**config.mk**
```make
export PLATFORM = sky130hd
export DESIGN_NAME = apb2axi_rsp_slicer
export DESIGN_NICKNAME = d
export VERILOG_FILES = /design/src/rtl/apb2axi_rsp_slicer.sv
export SDC_FILE = /design/constraint.sdc
export NUM_CORES = 2
export LEC_CHECK = 0
export ABC_AREA = 0
export ABC_CLOCK_PERIOD_IN_PS = 11730
export BUFFER_PORTS_ARGS = -buffer_cell sky130_fd_sc_hd__buf_2
export CORE_UTILIZATION = 50
export DETAILED_ROUTE_END_ITERATION = 6
export PLACE_DENSITY = 0.66
export SLEW_MARGIN = 15
export SYNTH_ARGS = -nofsm -noshare
export SYNTH_HDL_FRONTEND = slang
export SYNTH_SLANG_ARGS = --single-unit
```
**constraint.sdc**
```tcl
create_clock -name pclk -period 11.73 [get_ports pclk]
set_clock_uncertainty 0.05 [all_clocks]
set_input_delay 0 -clock pclk [delete_from_list [all_inputs] [get_ports pclk]]
set_output_delay 0 -clock pclk [all_outputs]
set_load 0.02 [all_outputs]
```
**src/rtl/apb2axi_rsp_slicer.sv**
```systemverilog
// apb2axi_rsp_slicer
//   Per-tag read-data buffer and APB word slicer for the APB2AXI bridge response path.
//   AXI R beats are stored in per-tag circular queues; APB-side requests drain one
//   APB word per request, lowest word of each beat first.
//
// Ports
//   pclk, preset         clock, synchronous active-high reset
//   in_vld/in_rdy        R beat handshake; in_tag, in_data, in_resp, in_last carry the beat
//   req_vld/req_rdy      APB word request handshake for tag req_tag
//   out_vld/out_rdy      registered word output: out_data, out_resp, out_last, out_empty
//   flush_vld/flush_tag  discard all queued state for one tag
//   tag_count            queued (not yet started) beats per tag, tag 0 in the LSBs
//   ovf_err, unf_err     sticky per-tag overflow / underflow flags
module apb2axi_rsp_slicer #(
  parameter int unsigned TAG_NUM       = 4,
  parameter int unsigned APB_DATA_W    = 32,
  parameter int unsigned AXI_DATA_W    = 64,
  parameter int unsigned BEATS_PER_TAG = 8,
  parameter int unsigned RESP_W        = 2,
  localparam int unsigned TAG_W = (TAG_NUM > 1) ? $clog2(TAG_NUM) : 1,
  localparam int unsigned CNT_W = $clog2(BEATS_PER_TAG + 1)
) (
  input  logic                     pclk,
  input  logic                     preset,
  input  logic                     in_vld,
  output logic                     in_rdy,
  input  logic [TAG_W-1:0]         in_tag,
  input  logic [AXI_DATA_W-1:0]    in_data,
  input  logic [RESP_W-1:0]        in_resp,
  input  logic                     in_last,
  input  logic                     req_vld,
  output logic                     req_rdy,
  input  logic [TAG_W-1:0]         req_tag,
  output logic                     out_vld,
  input  logic                     out_rdy,
  output logic [APB_DATA_W-1:0]    out_data,
  output logic [RESP_W-1:0]        out_resp,
  output logic                     out_last,
  output logic                     out_empty,
  input  logic                     flush_vld,
  input  logic [TAG_W-1:0]         flush_tag,
  output logic [TAG_NUM*CNT_W-1:0] tag_count,
  output logic [TAG_NUM-1:0]       ovf_err,
  output logic [TAG_NUM-1:0]       unf_err
);

  localparam int unsigned RATIO = AXI_DATA_W / APB_DATA_W;
  localparam int unsigned PTR_W = $clog2(BEATS_PER_TAG);
  localparam int unsigned IDX_W = (RATIO > 1) ? $clog2(RATIO) : 1;
  localparam logic [CNT_W-1:0] FULL_CNT = CNT_W'(BEATS_PER_TAG);
  localparam logic [IDX_W-1:0] LAST_IDX = IDX_W'(RATIO - 1);

  // Beat storage (not reset)
  logic [AXI_DATA_W-1:0] r_mem_data [TAG_NUM][BEATS_PER_TAG];
  logic [RESP_W-1:0]     r_mem_resp [TAG_NUM][BEATS_PER_TAG];
  logic                  r_mem_last [TAG_NUM][BEATS_PER_TAG];

  // Queue pointers and counts
  logic [PTR_W-1:0] r_head  [TAG_NUM];
  logic [PTR_W-1:0] r_tail  [TAG_NUM];
  logic [CNT_W-1:0] r_count [TAG_NUM];

  // Slice state: the beat currently being emitted word by word
  logic [TAG_NUM-1:0]    r_cur_valid;
  logic [IDX_W-1:0]      r_cur_idx  [TAG_NUM];
  logic [AXI_DATA_W-1:0] r_cur_data [TAG_NUM];
  logic [RESP_W-1:0]     r_cur_resp [TAG_NUM];
  logic                  r_cur_last [TAG_NUM];

  // Output and status registers
  logic                  r_out_vld;
  logic [APB_DATA_W-1:0] r_out_data;
  logic [RESP_W-1:0]     r_out_resp;
  logic                  r_out_last;
  logic                  r_out_empty;
  logic [TAG_NUM-1:0]    r_ovf;
  logic [TAG_NUM-1:0]    r_unf;

  // Write-side decode
  logic [CNT_W-1:0] w_in_cnt;
  logic             w_in_full;
  logic             w_in_flush;
  logic             w_push;
  logic             w_ovf;

  // Request-side decode, state of req_tag
  logic                  w_req_flush;
  logic                  w_req_fire;
  logic [CNT_W-1:0]      w_sel_cnt;
  logic                  w_sel_cur_valid;
  logic [IDX_W-1:0]      w_sel_cur_idx;
  logic [AXI_DATA_W-1:0] w_sel_cur_data;
  logic [RESP_W-1:0]     w_sel_cur_resp;
  logic                  w_sel_cur_last;
  logic [APB_DATA_W-1:0] w_sel_head_word;
  logic [RESP_W-1:0]     w_sel_head_resp;
  logic                  w_sel_head_last;
  logic                  w_pop;
  logic                  w_empty_rsp;
  logic                  w_adv;

  // Word about to be registered
  logic [APB_DATA_W-1:0] w_word;
  logic [RESP_W-1:0]     w_word_resp;
  logic                  w_word_last;
  logic                  w_word_empty;

  // Per-tag one-hot events
  logic [TAG_NUM-1:0] w_push_vec;
  logic [TAG_NUM-1:0] w_pop_vec;
  logic [TAG_NUM-1:0] w_adv_vec;
  logic [TAG_NUM-1:0] w_flush_vec;
  logic [TAG_NUM-1:0] w_ovf_vec;
  logic [TAG_NUM-1:0] w_unf_vec;

  // ---------------------------------------------------------------------------------------------
  // Write side
  // ---------------------------------------------------------------------------------------------
  always_comb begin
    w_in_cnt = '0;
    for (int t = 0; t < TAG_NUM; t++) begin
      if (in_tag == TAG_W'(t)) w_in_cnt = r_count[t];
    end
  end

  assign w_in_full  = (w_in_cnt == FULL_CNT);
  assign w_in_flush = flush_vld && (flush_tag == in_tag);
  assign in_rdy     = !w_in_full && !w_in_flush;
  assign w_push     = in_vld && in_rdy;
  // A flushed tag clears its status anyway, so only a genuine full drop flags overflow
  assign w_ovf      = in_vld && w_in_full && !w_in_flush;

  // ---------------------------------------------------------------------------------------------
  // Request side
  // ---------------------------------------------------------------------------------------------
  assign w_req_flush = flush_vld && (flush_tag == req_tag);
  assign req_rdy     = (!r_out_vld || out_rdy) && !w_req_flush;
  assign w_req_fire  = req_vld && req_rdy;

  always_comb begin
    w_sel_cnt       = '0;
    w_sel_cur_valid = 1'b0;
    w_sel_cur_idx   = '0;
    w_sel_cur_data  = '0;
    w_sel_cur_resp  = '0;
    w_sel_cur_last  = 1'b0;
    w_sel_head_word = '0;
    w_sel_head_resp = '0;
    w_sel_head_last = 1'b0;
    for (int t = 0; t < TAG_NUM; t++) begin
      if (req_tag == TAG_W'(t)) begin
        w_sel_cnt       = r_count[t];
        w_sel_cur_valid = r_cur_valid[t];
        w_sel_cur_idx   = r_cur_idx[t];
        w_sel_cur_data  = r_cur_data[t];
        w_sel_cur_resp  = r_cur_resp[t];
        w_sel_cur_last  = r_cur_last[t];
        w_sel_head_word = r_mem_data[t][r_head[t]][APB_DATA_W-1:0];
        w_sel_head_resp = r_mem_resp[t][r_head[t]];
        w_sel_head_last = r_mem_last[t][r_head[t]];
      end
    end
  end

  // Counts are pre-push, so a pop never sees a beat written in the same cycle
  assign w_pop       = w_req_fire && !w_sel_cur_valid && (w_sel_cnt != '0);
  assign w_empty_rsp = w_req_fire && !w_sel_cur_valid && (w_sel_cnt == '0);
  assign w_adv       = w_req_fire && w_sel_cur_valid;

  always_comb begin
    w_word       = '0;
    w_word_resp  = '0;
    w_word_last  = 1'b1;
    w_word_empty = 1'b1;
    if (w_sel_cur_valid) begin
      for (int i = 0; i < RATIO; i++) begin
        if (w_sel_cur_idx == IDX_W'(i)) w_word = w_sel_cur_data[i*APB_DATA_W +: APB_DATA_W];
      end
      w_word_resp  = w_sel_cur_resp;
      w_word_last  = w_sel_cur_last && (w_sel_cur_idx == LAST_IDX);
      w_word_empty = 1'b0;
    end else if (w_sel_cnt != '0) begin
      w_word       = w_sel_head_word;
      w_word_resp  = w_sel_head_resp;
      // Word 0 is only the final word when a beat is a single APB word
      w_word_last  = w_sel_head_last && (RATIO == 1);
      w_word_empty = 1'b0;
    end
  end

  always_comb begin
    w_push_vec  = '0;
    w_pop_vec   = '0;
    w_adv_vec   = '0;
    w_flush_vec = '0;
    w_ovf_vec   = '0;
    w_unf_vec   = '0;
    for (int t = 0; t < TAG_NUM; t++) begin
      w_push_vec[t]  = w_push && (in_tag == TAG_W'(t));
      w_ovf_vec[t]   = w_ovf && (in_tag == TAG_W'(t));
      w_pop_vec[t]   = w_pop && (req_tag == TAG_W'(t));
      w_adv_vec[t]   = w_adv && (req_tag == TAG_W'(t));
      w_unf_vec[t]   = w_empty_rsp && (req_tag == TAG_W'(t));
      w_flush_vec[t] = flush_vld && (flush_tag == TAG_W'(t));
    end
  end

  // ---------------------------------------------------------------------------------------------
  // Storage and latched beat data (not reset)
  // ---------------------------------------------------------------------------------------------
  always_ff @(posedge pclk) begin
    for (int t = 0; t < TAG_NUM; t++) begin
      if (w_push_vec[t]) begin
        r_mem_data[t][r_tail[t]] <= in_data;
        r_mem_resp[t][r_tail[t]] <= in_resp;
        r_mem_last[t][r_tail[t]] <= in_last;
      end
      if (w_pop_vec[t]) begin
        r_cur_data[t] <= r_mem_data[t][r_head[t]];
        r_cur_resp[t] <= r_mem_resp[t][r_head[t]];
        r_cur_last[t] <= r_mem_last[t][r_head[t]];
      end
    end
  end

  // ---------------------------------------------------------------------------------------------
  // Queue control, slice state, status
  // ---------------------------------------------------------------------------------------------
  always_ff @(posedge pclk) begin
    if (preset) begin
      for (int t = 0; t < TAG_NUM; t++) begin
        r_head[t]    <= '0;
        r_tail[t]    <= '0;
        r_count[t]   <= '0;
        r_cur_idx[t] <= '0;
      end
      r_cur_valid <= '0;
      r_ovf       <= '0;
      r_unf       <= '0;
    end else begin
      for (int t = 0; t < TAG_NUM; t++) begin
        if (w_flush_vec[t]) begin
          r_head[t]      <= '0;
          r_tail[t]      <= '0;
          r_count[t]     <= '0;
          r_cur_valid[t] <= 1'b0;
          r_cur_idx[t]   <= '0;
          r_ovf[t]       <= 1'b0;
          r_unf[t]       <= 1'b0;
        end else begin
          if (w_push_vec[t]) r_tail[t] <= r_tail[t] + 1'b1;
          if (w_pop_vec[t])  r_head[t] <= r_head[t] + 1'b1;
          if (w_push_vec[t] && !w_pop_vec[t]) begin
            r_count[t] <= r_count[t] + CNT_W'(1);
          end else if (!w_push_vec[t] && w_pop_vec[t]) begin
            r_count[t] <= r_count[t] - CNT_W'(1);
          end

          if (w_pop_vec[t] && (RATIO > 1)) begin
            r_cur_valid[t] <= 1'b1;
            r_cur_idx[t]   <= IDX_W'(1);
          end else if (w_adv_vec[t]) begin
            if (r_cur_idx[t] == LAST_IDX) begin
              r_cur_valid[t] <= 1'b0;
              r_cur_idx[t]   <= '0;
            end else begin
              r_cur_idx[t] <= r_cur_idx[t] + IDX_W'(1);
            end
          end

          if (w_ovf_vec[t]) r_ovf[t] <= 1'b1;
          if (w_unf_vec[t]) r_unf[t] <= 1'b1;
        end
      end
    end
  end

  // Output register: a registered word survives a flush of its tag
  always_ff @(posedge pclk) begin
    if (preset) begin
      r_out_vld   <= 1'b0;
      r_out_data  <= '0;
      r_out_resp  <= '0;
      r_out_last  <= 1'b0;
      r_out_empty <= 1'b0;
    end else if (w_req_fire) begin
      r_out_vld   <= 1'b1;
      r_out_data  <= w_word;
      r_out_resp  <= w_word_resp;
      r_out_last  <= w_word_last;
      r_out_empty <= w_word_empty;
    end else if (out_rdy) begin
      r_out_vld <= 1'b0;
    end
  end

  always_comb begin
    tag_count = '0;
    for (int t = 0; t < TAG_NUM; t++) begin
      tag_count[t*CNT_W +: CNT_W] = r_count[t];
    end
  end

  assign out_vld   = r_out_vld;
  assign out_data  = r_out_data;
  assign out_resp  = r_out_resp;
  assign out_last  = r_out_last;
  assign out_empty = r_out_empty;
  assign ovf_err   = r_ovf;
  assign unf_err   = r_unf;

endmodule

```
==> metrics.yaml <==
detailed_routing:
  highest_layer: "met5"
  wl_met3_mm: 17.6
  drt-total-wl_mm: 237
  via_per_inst: 6.32
  wl_met2_mm: 117
  drc: 0
  met1_length_mm: 94.9
  vias: 45800
  wire_per_inst_um: 32.6
  firstDrtPassIters: 5
  drt-initial-drc-count: 4998
  ant_nets: 0
final_layout:
  layout_commonest_cell: "edfxtp_1"
  finalNonFillerCells: 7247
  postLayoutCellArea_um2: 109000
  n_fill_cell: 13800
  num-nets-final: 4619
  syn_to_final_growth_pct: 13.0
  final_cell_mix: "edfxtp_1 (2456), mux4_2 (591), mux2_2 (278), clkbuf_16 (237), buf_2 (139)"
  drive_gt1_share_pct: 31.9
floorplan:
  start_util_pct: 50.4
  io_pins: 142
  dieArea_um2: 194000
  die_h_um: 440
  core_area_um2: 191000
  die_x_um: 440
  row_count: 160
worst_setup_path:
  path_max_fanout: 61
  critPathKind: "reg -> reg"
  cp_cell_sequence: "buf_4 -> buf_4 -> buf_4 -> mux4_2 -> mux2_2 -> o22a_1 -> a32o_1"
  cp_data_required_time_ps: 12430
  path_common_cell: "buf_4"
  r2r_end: "out_data[25]"
  slowest_stage: "buf_4"
  slowest_delay_ps: 860
  cp.arrival_ps: 5040
  r2r_cells: 7
  timing.rr.start: "r_head[0][7]"
  endpoint_kind: "flip-flop"
  startpoint_type: "flip-flop"
  reg2reg_slack_ps: 7390
grt:
  grt_max_degree: 106
  grt_overflow: 0
  grt_pass1_wl_mm: 337
  grt_pass1_vias: 46000
  antenna_found_initial: 9
  grt_usage_pct: 24.6
logic_synthesis:
  avgSynthCellArea_um2: 23.1
  synthCells: 4157
  synth_edf_count: 2456
  syn-cell-area_um2: 96100
  yosysSeqAreaShare_pct: 77.8
  yosysWarningCount: 0
  synth_nets: 4252
  ys_types: 69
  async_flop_share_pct: 0
  ys_seq_elements: 2505
  ys.flop_type: "edfxtp_1"
  ys_top_cells_by_area: "edfxtp_1 (77%), mux4_2 (14%), mux2_2 (3.3%), dfxtp_1 (1.0%), mux2i_1 (0.49%)"
  synth_area_leader_cell: "edfxtp_1"
  synth_top_area_share_pct: 76.7
power:
  p_per_area_nw_per_um2: 172
  total_power_mw: 18.7
  ir_drop_v: 0.000169
  leakage_nw: 33.8
timing:
  relSlewSlack_pct: 18.9
  rsz0062_at_grt: "false"
  setup_viol: 0
  hold_viol: 0
  slew_violations: 0
  finalCritPeriodShare_pct: 37.0
  setup_tns_ps: 0
  fmax_ghz: 0.230
  period_needed_ps: 4340
  tightest_slew_ps: 1210
clock_tree:
  numCtsBuffers: 236
  cts.sinks: 2505
  clock_path_buffers: 3
  cts_resized: 0
  cts_setup_buffers: 0
  clkLatencyLatePin_ps: 870
  cts.clk_slew.worst_paths_ps: 60
  cts_root_buf: "clkbuf_16"
  htreeDepth: 4
  cts_tree: "built"
  ctsHoldBuffers: 95
placement:
  placedInstanceArea_um2: 100000
  dpl.cell_count: 6702
  hpwl_mm: 128
  io_buffers: 141
  place_congestion: 0.819
min_path:
  holdPathStages: 2
  min-delay-path-class: "in -> reg"
  worstHoldEndpoint: "r_mem_data[0][405]"
  hp-start: "in_data[21]"
flow_run:
  cap_violations: 0
outcome:
  status: "finished, final reports clean"
-- cells in the mapped netlist, drive strengths merged (7+ instances only) --
master and n:
edfxtp 2456, mux4 591, mux2 281, buf 139
clkbuf 80, nand2 62, o22a 52, dfxtp 49
mux2i 47, o21ai 44, nor2 43, a32o 27
nor3 25, inv 21, a21oi 19, nand3 17
ha 16, o22ai 16, nor4 15, xnor2 14
a221oi 11, nor2b 11, nor3b 10, and3 9
nand2b 9, or2 9, a31oi 8, nor4b 8
and2 7, nand4 7
-- kinds of logic (layout without fill, tap and decap cells) --
logic type	after synthesis	after routing	share of synthesized area, %
flops	2505	2505	77.8
mux	919	919	17.6
simple gates	247	247	1.37
buf+inv	240	814	1.17
compound gates	216	216	1.74
fa+ha+maj	16	16	0.208
xor+xnor	14	14	0.128
other cells	0	5	0
-- metrics by stage --
| stage | setup slack [ps] | util [%] | hold slack, ps |
|---|---|---|---|
| 2_1_floorplan | 2630 | - | 48.9 |
| 3_3_place_gp | 7350 | 52.5 | 339 |
| 3_5_place_dp | 7330 | 52.5 | 331 |
| 4_1_cts | 7300 | 57.0 | 69.4 |
| 5_1_grt | 7160 | 57.0 | 142 |
| 6_report | 7390 | 57.0 | 137 |
-- final cells by class --
| cell class | count | area [µm²] | area share, % |
|---|---|---|---|
| Clock buffer | 301 | 6230 | 5.74 |
| Antenna cell | 5 | 12.5 | 0.0115 |
| Sequential cell | 2505 | 74700 | 68.8 |
| Clock inverter | 144 | 1360 | 1.26 |
| Tap cell | 2511 | 3140 | 2.89 |
| Inverter | 21 | 86.3 | 0.0795 |
| Multi-Input combinational cell | 1412 | 20500 | 18.8 |
| Timing Repair Buffer | 348 | 2600 | 2.39 |
-- how the worst max path moves through the flow --
stage                              from                  to  cells past startpoint
after CTS                  r_head[0][7]        out_data[25]                      7
after global routing       r_head[0][7]        out_data[25]                      7
after global placement     r_head[0][7]        out_data[25]                      7
final                      r_head[0][7]        out_data[25]                      7
after detailed placement     req_tag[0]   r_cur_data[1][37]                      8
after floorplan           r_count[3][2]  r_mem_data[3][192]                      5
-- worst max-delay path: cells and delay by family, from the launching register on --
family                 cells  cell delay (ps)
muxes                      2              890
DFF                        1              330
buffers and inverters      3             2330
AOI/OAI and AO/OA          2              450
-- routing by layer --
metal,vias to the layer above,global-route usage [%]
met5,-,0
met4,4,7.44
met3,384,3.86
met2,2035,40.2
met1,24900,34.4
li1,18500,-
-- state kept, by name, indices dropped and copies added, names as in the netlist, 8 cells and up --
register	cells
r_mem_data	2048
r_cur_data	256
r_mem_resp	64
out_data	32
r_mem_last	32
r_count	16
r_head	12
r_tail	12
r_cur_resp	8
-- where the power goes --
| part | internal (mW) | switching [mW] |
|---|---|---|
| combinational | 0.457 | 0.684 |
| clock | 4.25 | 3.26 |
| sequential | 9.96 | 0.0592 |
| total | 14.7 | 4.00 |
No activity file was read; power rests on OpenSTA's default activity.
